### config.mk
export PLATFORM = sky130hd
export DESIGN_NAME = dmem_arbiter
export DESIGN_NICKNAME = d
export VERILOG_FILES = /design/src/rtl/dmem_pkg.sv /design/src/rtl/dmem_arbiter_rr_arb2.sv /design/src/rtl/dmem_arbiter.sv
export SDC_FILE = /design/constraint.sdc
export NUM_CORES = 1
export LEC_CHECK = 0
export CELL_PAD_IN_SITES_DETAIL_PLACEMENT = 0
export CELL_PAD_IN_SITES_GLOBAL_PLACEMENT = 1
export CORE_AREA = 3 3 201 203
export DETAILED_ROUTE_END_ITERATION = 7
export DIE_AREA = 0 0 204 206
export PLACE_DENSITY = 0.66
export SYNTH_ARGS = -nofsm -noshare
export SYNTH_HDL_FRONTEND = slang
export SYNTH_SLANG_ARGS = --single-unit
### constraint.sdc
create_clock -name clk -period 19.95 [get_ports clk]
set_input_delay 5.985 -clock clk [delete_from_list [all_inputs] [get_ports clk]]
set_output_delay 5.985 -clock clk [all_outputs]
set_load 0.03 [all_outputs]
### src/rtl/dmem_pkg.sv
// Shared definitions for the data-memory arbiter: FSM encoding, port indices and access size.
package dmem_pkg;

  typedef enum logic [1:0] {
    IDLE   = 2'd0,
    ACCESS = 2'd1,
    RESP   = 2'd2
  } state_t;

  localparam int PORT_CORE = 0;
  localparam int PORT_DBG  = 1;
  localparam int DW_BYTES  = 8;

endpackage

### src/rtl/dmem_arbiter_rr_arb2.sv
// Two-requester round-robin picker: with both requesting, the port that did not win last time goes.
module rr_arb2
  import dmem_pkg::*;
(
  input  logic [1:0] req,
  input  logic       last,
  output logic [1:0] gnt
);

  always_comb begin
    gnt = 2'b00;
    if (req[PORT_CORE] && req[PORT_DBG]) begin
      if (last) gnt[PORT_CORE] = 1'b1;
      else      gnt[PORT_DBG]  = 1'b1;
    end else begin
      gnt = req;
    end
  end

endmodule

### src/rtl/dmem_arbiter.sv
// Shares one single-port doubleword memory between the core LSU and the debug loader,
// one access at a time, with a bounds/alignment check ahead of any memory strobe.
module dmem_arbiter
  import dmem_pkg::*;
#(
  parameter int ADDR_W      = 64,
  parameter int DATA_W      = 64,
  parameter int MEM_BYTES   = 64,
  parameter int ALIGN_CHECK = 1
) (
  input  logic                clk,
  input  logic                reset,
  input  logic [1:0]          req_valid,
  output logic [1:0]          req_ready,
  input  logic [1:0]          req_write,
  input  logic [2*ADDR_W-1:0] req_addr,
  input  logic [2*DATA_W-1:0] req_wdata,
  output logic [1:0]          rsp_valid,
  output logic                rsp_err,
  output logic [DATA_W-1:0]   rsp_rdata,
  output logic [ADDR_W-1:0]   Mem_Addr,
  output logic [DATA_W-1:0]   Write_Data,
  output logic                MemWrite,
  output logic                MemRead,
  input  logic [DATA_W-1:0]   Read_Data
);

  localparam logic [ADDR_W-1:0] MAX_ADDR = ADDR_W'(MEM_BYTES - DW_BYTES);

  state_t              state;
  logic                last_grant;
  logic                lat_port;
  logic                lat_write;
  logic                lat_err;
  logic [ADDR_W-1:0]   lat_addr;
  logic [DATA_W-1:0]   lat_wdata;

  logic [1:0]          gnt;
  logic                hs;
  logic                sel_port;
  logic [ADDR_W-1:0]   sel_addr;
  logic [DATA_W-1:0]   sel_wdata;
  logic                sel_err;

  // Unsigned compare against the last legal doubleword start, so addresses near 2^ADDR_W never wrap into range.
  function automatic logic addr_bad(input logic [ADDR_W-1:0] a);
    return (a > MAX_ADDR) || ((ALIGN_CHECK != 0) && (a[2:0] != 3'b000));
  endfunction

  rr_arb2 u_arb (
    .req  (req_valid),
    .last (last_grant),
    .gnt  (gnt)
  );

  assign req_ready = (state == IDLE) ? gnt : 2'b00;
  assign hs        = |(req_valid & req_ready);
  assign sel_port  = gnt[PORT_DBG];
  assign sel_addr  = sel_port ? req_addr[2*ADDR_W-1:ADDR_W]  : req_addr[ADDR_W-1:0];
  assign sel_wdata = sel_port ? req_wdata[2*DATA_W-1:DATA_W] : req_wdata[DATA_W-1:0];
  assign sel_err   = addr_bad(sel_addr);

  // Request acceptance / FSM: errors bypass ACCESS so no strobe is ever raised for them.
  always_ff @(posedge clk or posedge reset) begin
    if (reset) begin
      state      <= IDLE;
      last_grant <= 1'b1;
      lat_port   <= 1'b0;
      lat_write  <= 1'b0;
      lat_err    <= 1'b0;
      rsp_rdata  <= '0;
    end else begin
      case (state)
        IDLE: begin
          if (hs) begin
            last_grant <= sel_port;
            lat_port   <= sel_port;
            lat_write  <= req_write[sel_port];
            lat_err    <= sel_err;
            if (sel_err) begin
              rsp_rdata <= '0;
              state     <= RESP;
            end else begin
              state     <= ACCESS;
            end
          end
        end
        ACCESS: begin
          rsp_rdata <= lat_write ? '0 : Read_Data;
          state     <= RESP;
        end
        RESP:    state <= IDLE;
        default: state <= IDLE;
      endcase
    end
  end

  always_ff @(posedge clk) begin
    if (state == IDLE && hs) begin
      lat_addr  <= sel_addr;
      lat_wdata <= sel_wdata;
    end
  end

  // Memory drive / response: decoded from state so an async reset drops strobes at once.
  assign Mem_Addr   = (state == ACCESS) ? lat_addr  : '0;
  assign Write_Data = (state == ACCESS) ? lat_wdata : '0;
  assign MemWrite   = (state == ACCESS) &&  lat_write;
  assign MemRead    = (state == ACCESS) && !lat_write;
  assign rsp_valid  = (state == RESP) ? (lat_port ? 2'b10 : 2'b01) : 2'b00;
  assign rsp_err    = (state == RESP) && lat_err;

endmodule

==> summary.txt <==
Global route
  • Largest net degree at the start of global routing: 76
  • Global-route wire length before repair: 53450 µm
  • Initial antenna violation count: 0
  • Grt ovf: 0
  • Vias in the first global route: 8426
  • GRT Overall Usage: 0.1706

Synth
  • Cell variety after synth: 26
  • Post-synthesis mux area share: 0
  • Ranking of synthesized cells by area: edfxtp_1 42%, dfrtp_1 19%, nand2_1 16%
  • Post-Synth XOR/XNOR Area: 0
  • Syn nets: 1232
  • Yosys reg bits: 198
  • Seq/Total Area, Yosys: 0.6117
  • Compound-cell area share of the yosys netlist: 0.06700
  • Syn_area_per_cell: 10.10 µm²
  • Synth area leader: edfxtp_1
  • Synth Area in Simple Gates: 0.2851
  • Yosys warns: 0
  • Largest family of logic cells by synthesized area: simple AND/OR/NAND/NOR gates
  • Post-Syn Area: 0.009150 mm²
  • Adder-cell area share of the yosys netlist: 0
  • Yosys top cell area share: 0.4201
  • Post-Syn Instances: 906

Die
  • Core box area: 0.03865 mm²
  • Initial Utilization: 0.2368
  • Die area: 0.04202 mm²
  • Die span in y: 206 µm
  • Io pins: 525
  • Die width: 204 µm
  • Row count: 72

Route
  • WL final: 37200 µm
  • Post-route ant nets: 0
  • First DRT Iteration DRCs: 491
  • DR WL/cell: 19.25 µm
  • Post-route DRC: 0
  • Post-DR vias/cell: 4.277
  • Drt pass-1 iters: 5
  • Via count: 8264

Clocking
  • H-tree lvl count: 4
  • Worst-path clk slew: 0.08 ns
  • CTS Hold Buffers Added: 0
  • CTS tree: yes
  • Num CTS Buffers: 17
  • Root buffer selected by CTS: clkbuf_16
  • Max Buffers Root-to-Sink: 2
  • CTS resizes: 0
  • Clk_lat worst skew: 0.45 ns
  • # Post-CTS Setup Buffers: 0
  • Clock sink count: 198

Layout
  • Area of the multi-input gates: 0.003247 mm²
  • # nets final: 1726
  • Syn-to-layout area delta: 68.40%
  • Layout cells sized above 1: 0.03468
  • Fill count: 3828
  • Register area: 0.005597 mm²

Job
  • Max cap viols: 0

Timing
  • Max Freq: 70.12 MHz
  • Fin crit period: 14.26 ns
  • Least-Margin Pin Slew: 1.074 ns
  • Slew margin rel.: 0.2841
  • Final setup viols: 0
  • Post-route setup TNS: 0 ns
  • Final Hold Fails: 0
  • Hold Slack: 0.4826 ns
  • Clock Skews: 0.007979 ns
  • RSZ-0062 raised after global routing: false
  • Final period utilization: 0.7148
  • Max Slew Vio Count: 0

Worst setup path
  • Crit-path max FO: 63
  • Launch point of the worst path: req_valid[0]
  • RR Endpoint: lat_wdata[33]
  • Worst R2R Start: state[1]
  • Crit path kind: input pin to output port
  • CP Capture Type: output port
  • Setup crit start kind: input pin
  • Required @ worst endpoint: 13.96 ns
  • R2R cell count: 4
  • CP arrival: 8.28 ns
  • Crit path cell chain: clkdlybuf4s50_1 -> nand2_1 -> and2_4 -> nand2_1 -> inv_1 -> clkdlybuf4s50_1
  • Crit path capture: req_ready[1]
  • Crit path largest cell delay: 0.68 ns
  • Worst path slowest cell: clkdlybuf4s50_1
  • FF-to-FF setup slack: 17.28 ns

Placement
  • Hpwl dp: 28120 µm
  • GPL Wtd Cong: 0.8093
  • Port Buffers: 524

Min path
  • WHS Path Cells: 1
  • Hold Path Class: register to register

Pwr
  • Leakage Power: 6.335 nW
  • VDD IR-drop max: 49.55 µV
  • PD cells: 73.98 mW/mm²
  • Total power: 0.001140 W

Run status
  • Status: finished, final reports clean
==> per-stage QoR <==
step | setup WS [ns] | cells | utilization | area, µm²
5_1_grt | 5.498 | 1931 | 0.3986 | 15410
4_1_cts | 5.628 | 1931 | 0.3986 | 15410
3_5_place_dp | 5.640 | 1899 | 0.3835 | 14820
6_report | 5.689 | 1932 | 0.3987 | 15410
3_3_place_gp | 5.629 | 1899 | 0.3835 | 14820
2_1_floorplan | 4.560 | 906 | - | 9150
==> worst min-delay path by stage <==
stage,from,endpoint
after CTS,lat_err,lat_err
after global placement,lat_err,lat_err
final,lat_err,lat_err
after detailed placement,lat_err,lat_err
after floorplan,lat_err,lat_err
after global routing,lat_err,lat_err
==> critical path, delay by kind of cell <==
family	cells	cell delay, ns
buf+inv	3	1.24
simple gates	3	1.05
==> layout make-up <==
type                    instances  area share
flip-flops and latches        198      0.3632
repair buffers                532      0.3443
multi-input cells             646      0.2107
well taps                     518     0.04206
clock buffers                  18     0.02785
clock inverters                14     0.01015
inverters                       5    0.001543
diodes                          1   0.0001624
==> report_power, final <==
| part | switching, W | internal (W) | total, W |
|---|---|---|---|
| sequential | 0.0000178 | 0.000535 | 0.000552 |
| clock | 0.000177 | 0.000179 | 0.000357 |
| combinational | 0.000138 | 0.0000927 | 0.000231 |
| total | 0.000333 | 0.000807 | 0.00114 |
==> flip-flops by register name (all words and copies together) (netlist names) <==
name        count
lat_err         1
lat_port        1
lat_wdata      64
rsp_rdata      64
last_grant      1
lat_addr       64
lat_write       1
state           2
==> synth_stat cells <==
cell type	instances
nor2_1	5
edfxtp_1	128
nand4_1	8
a21oi_1	2
nor2b_1	1
inv_1	5
a22o_1	64
nor4_2	2
nand2_1	394
buf_12	6
dfrtp_1	69
buf_1	5
a21o_1	1
nor3_1	2
dfstp_2	1
o21ai_1	1
o221a_2	1
nor3b_1	1
and2_1	130
o22ai_1	1
clkbuf_1	45
nor4_1	28
nand2b_1	1
a31oi_1	2
buf_2	1
and3b_1	2
==> layout by cell type (no fill, tap or decap), types with 2 or more instances in the layout <==
cell             Yosys  layout
a21oi_1              2       2
a22o_1              64      64
a31oi_1              2       2
and2_1             130     129
and3b_1              2       2
buf_4                0       8
clkbuf_16            0      17
clkdlybuf4s50_1      0     524
dfrtp_1             69      69
edfxtp_1           128     128
inv_1                5       3
inv_6                0       8
inv_8                0       3
nand2_1            394     393
nand4_1              8       8
nor2_1               5       4
nor3_1               2       2
nor4_1              28      28
nor4_2               2       2
==> logic make-up after synthesis <==
logic type             Yosys count
and+or+nand+nor                574
buffers and inverters           62
DFF                            198
AOI/OAI and AO/OA               72
==> routing by layer <==
metal  wire [µm]  share of wire  track usage  vias to the layer above
met1       14370           0.39       0.1934                     3869
met2       18420           0.50       0.2938                      327
met5           0              0            0                        -
met3        3439          0.092      0.06410                       43
met4         964          0.026      0.06365                        0
li1            -              -            -                     4025
Power figures use the tool's default switching activity.
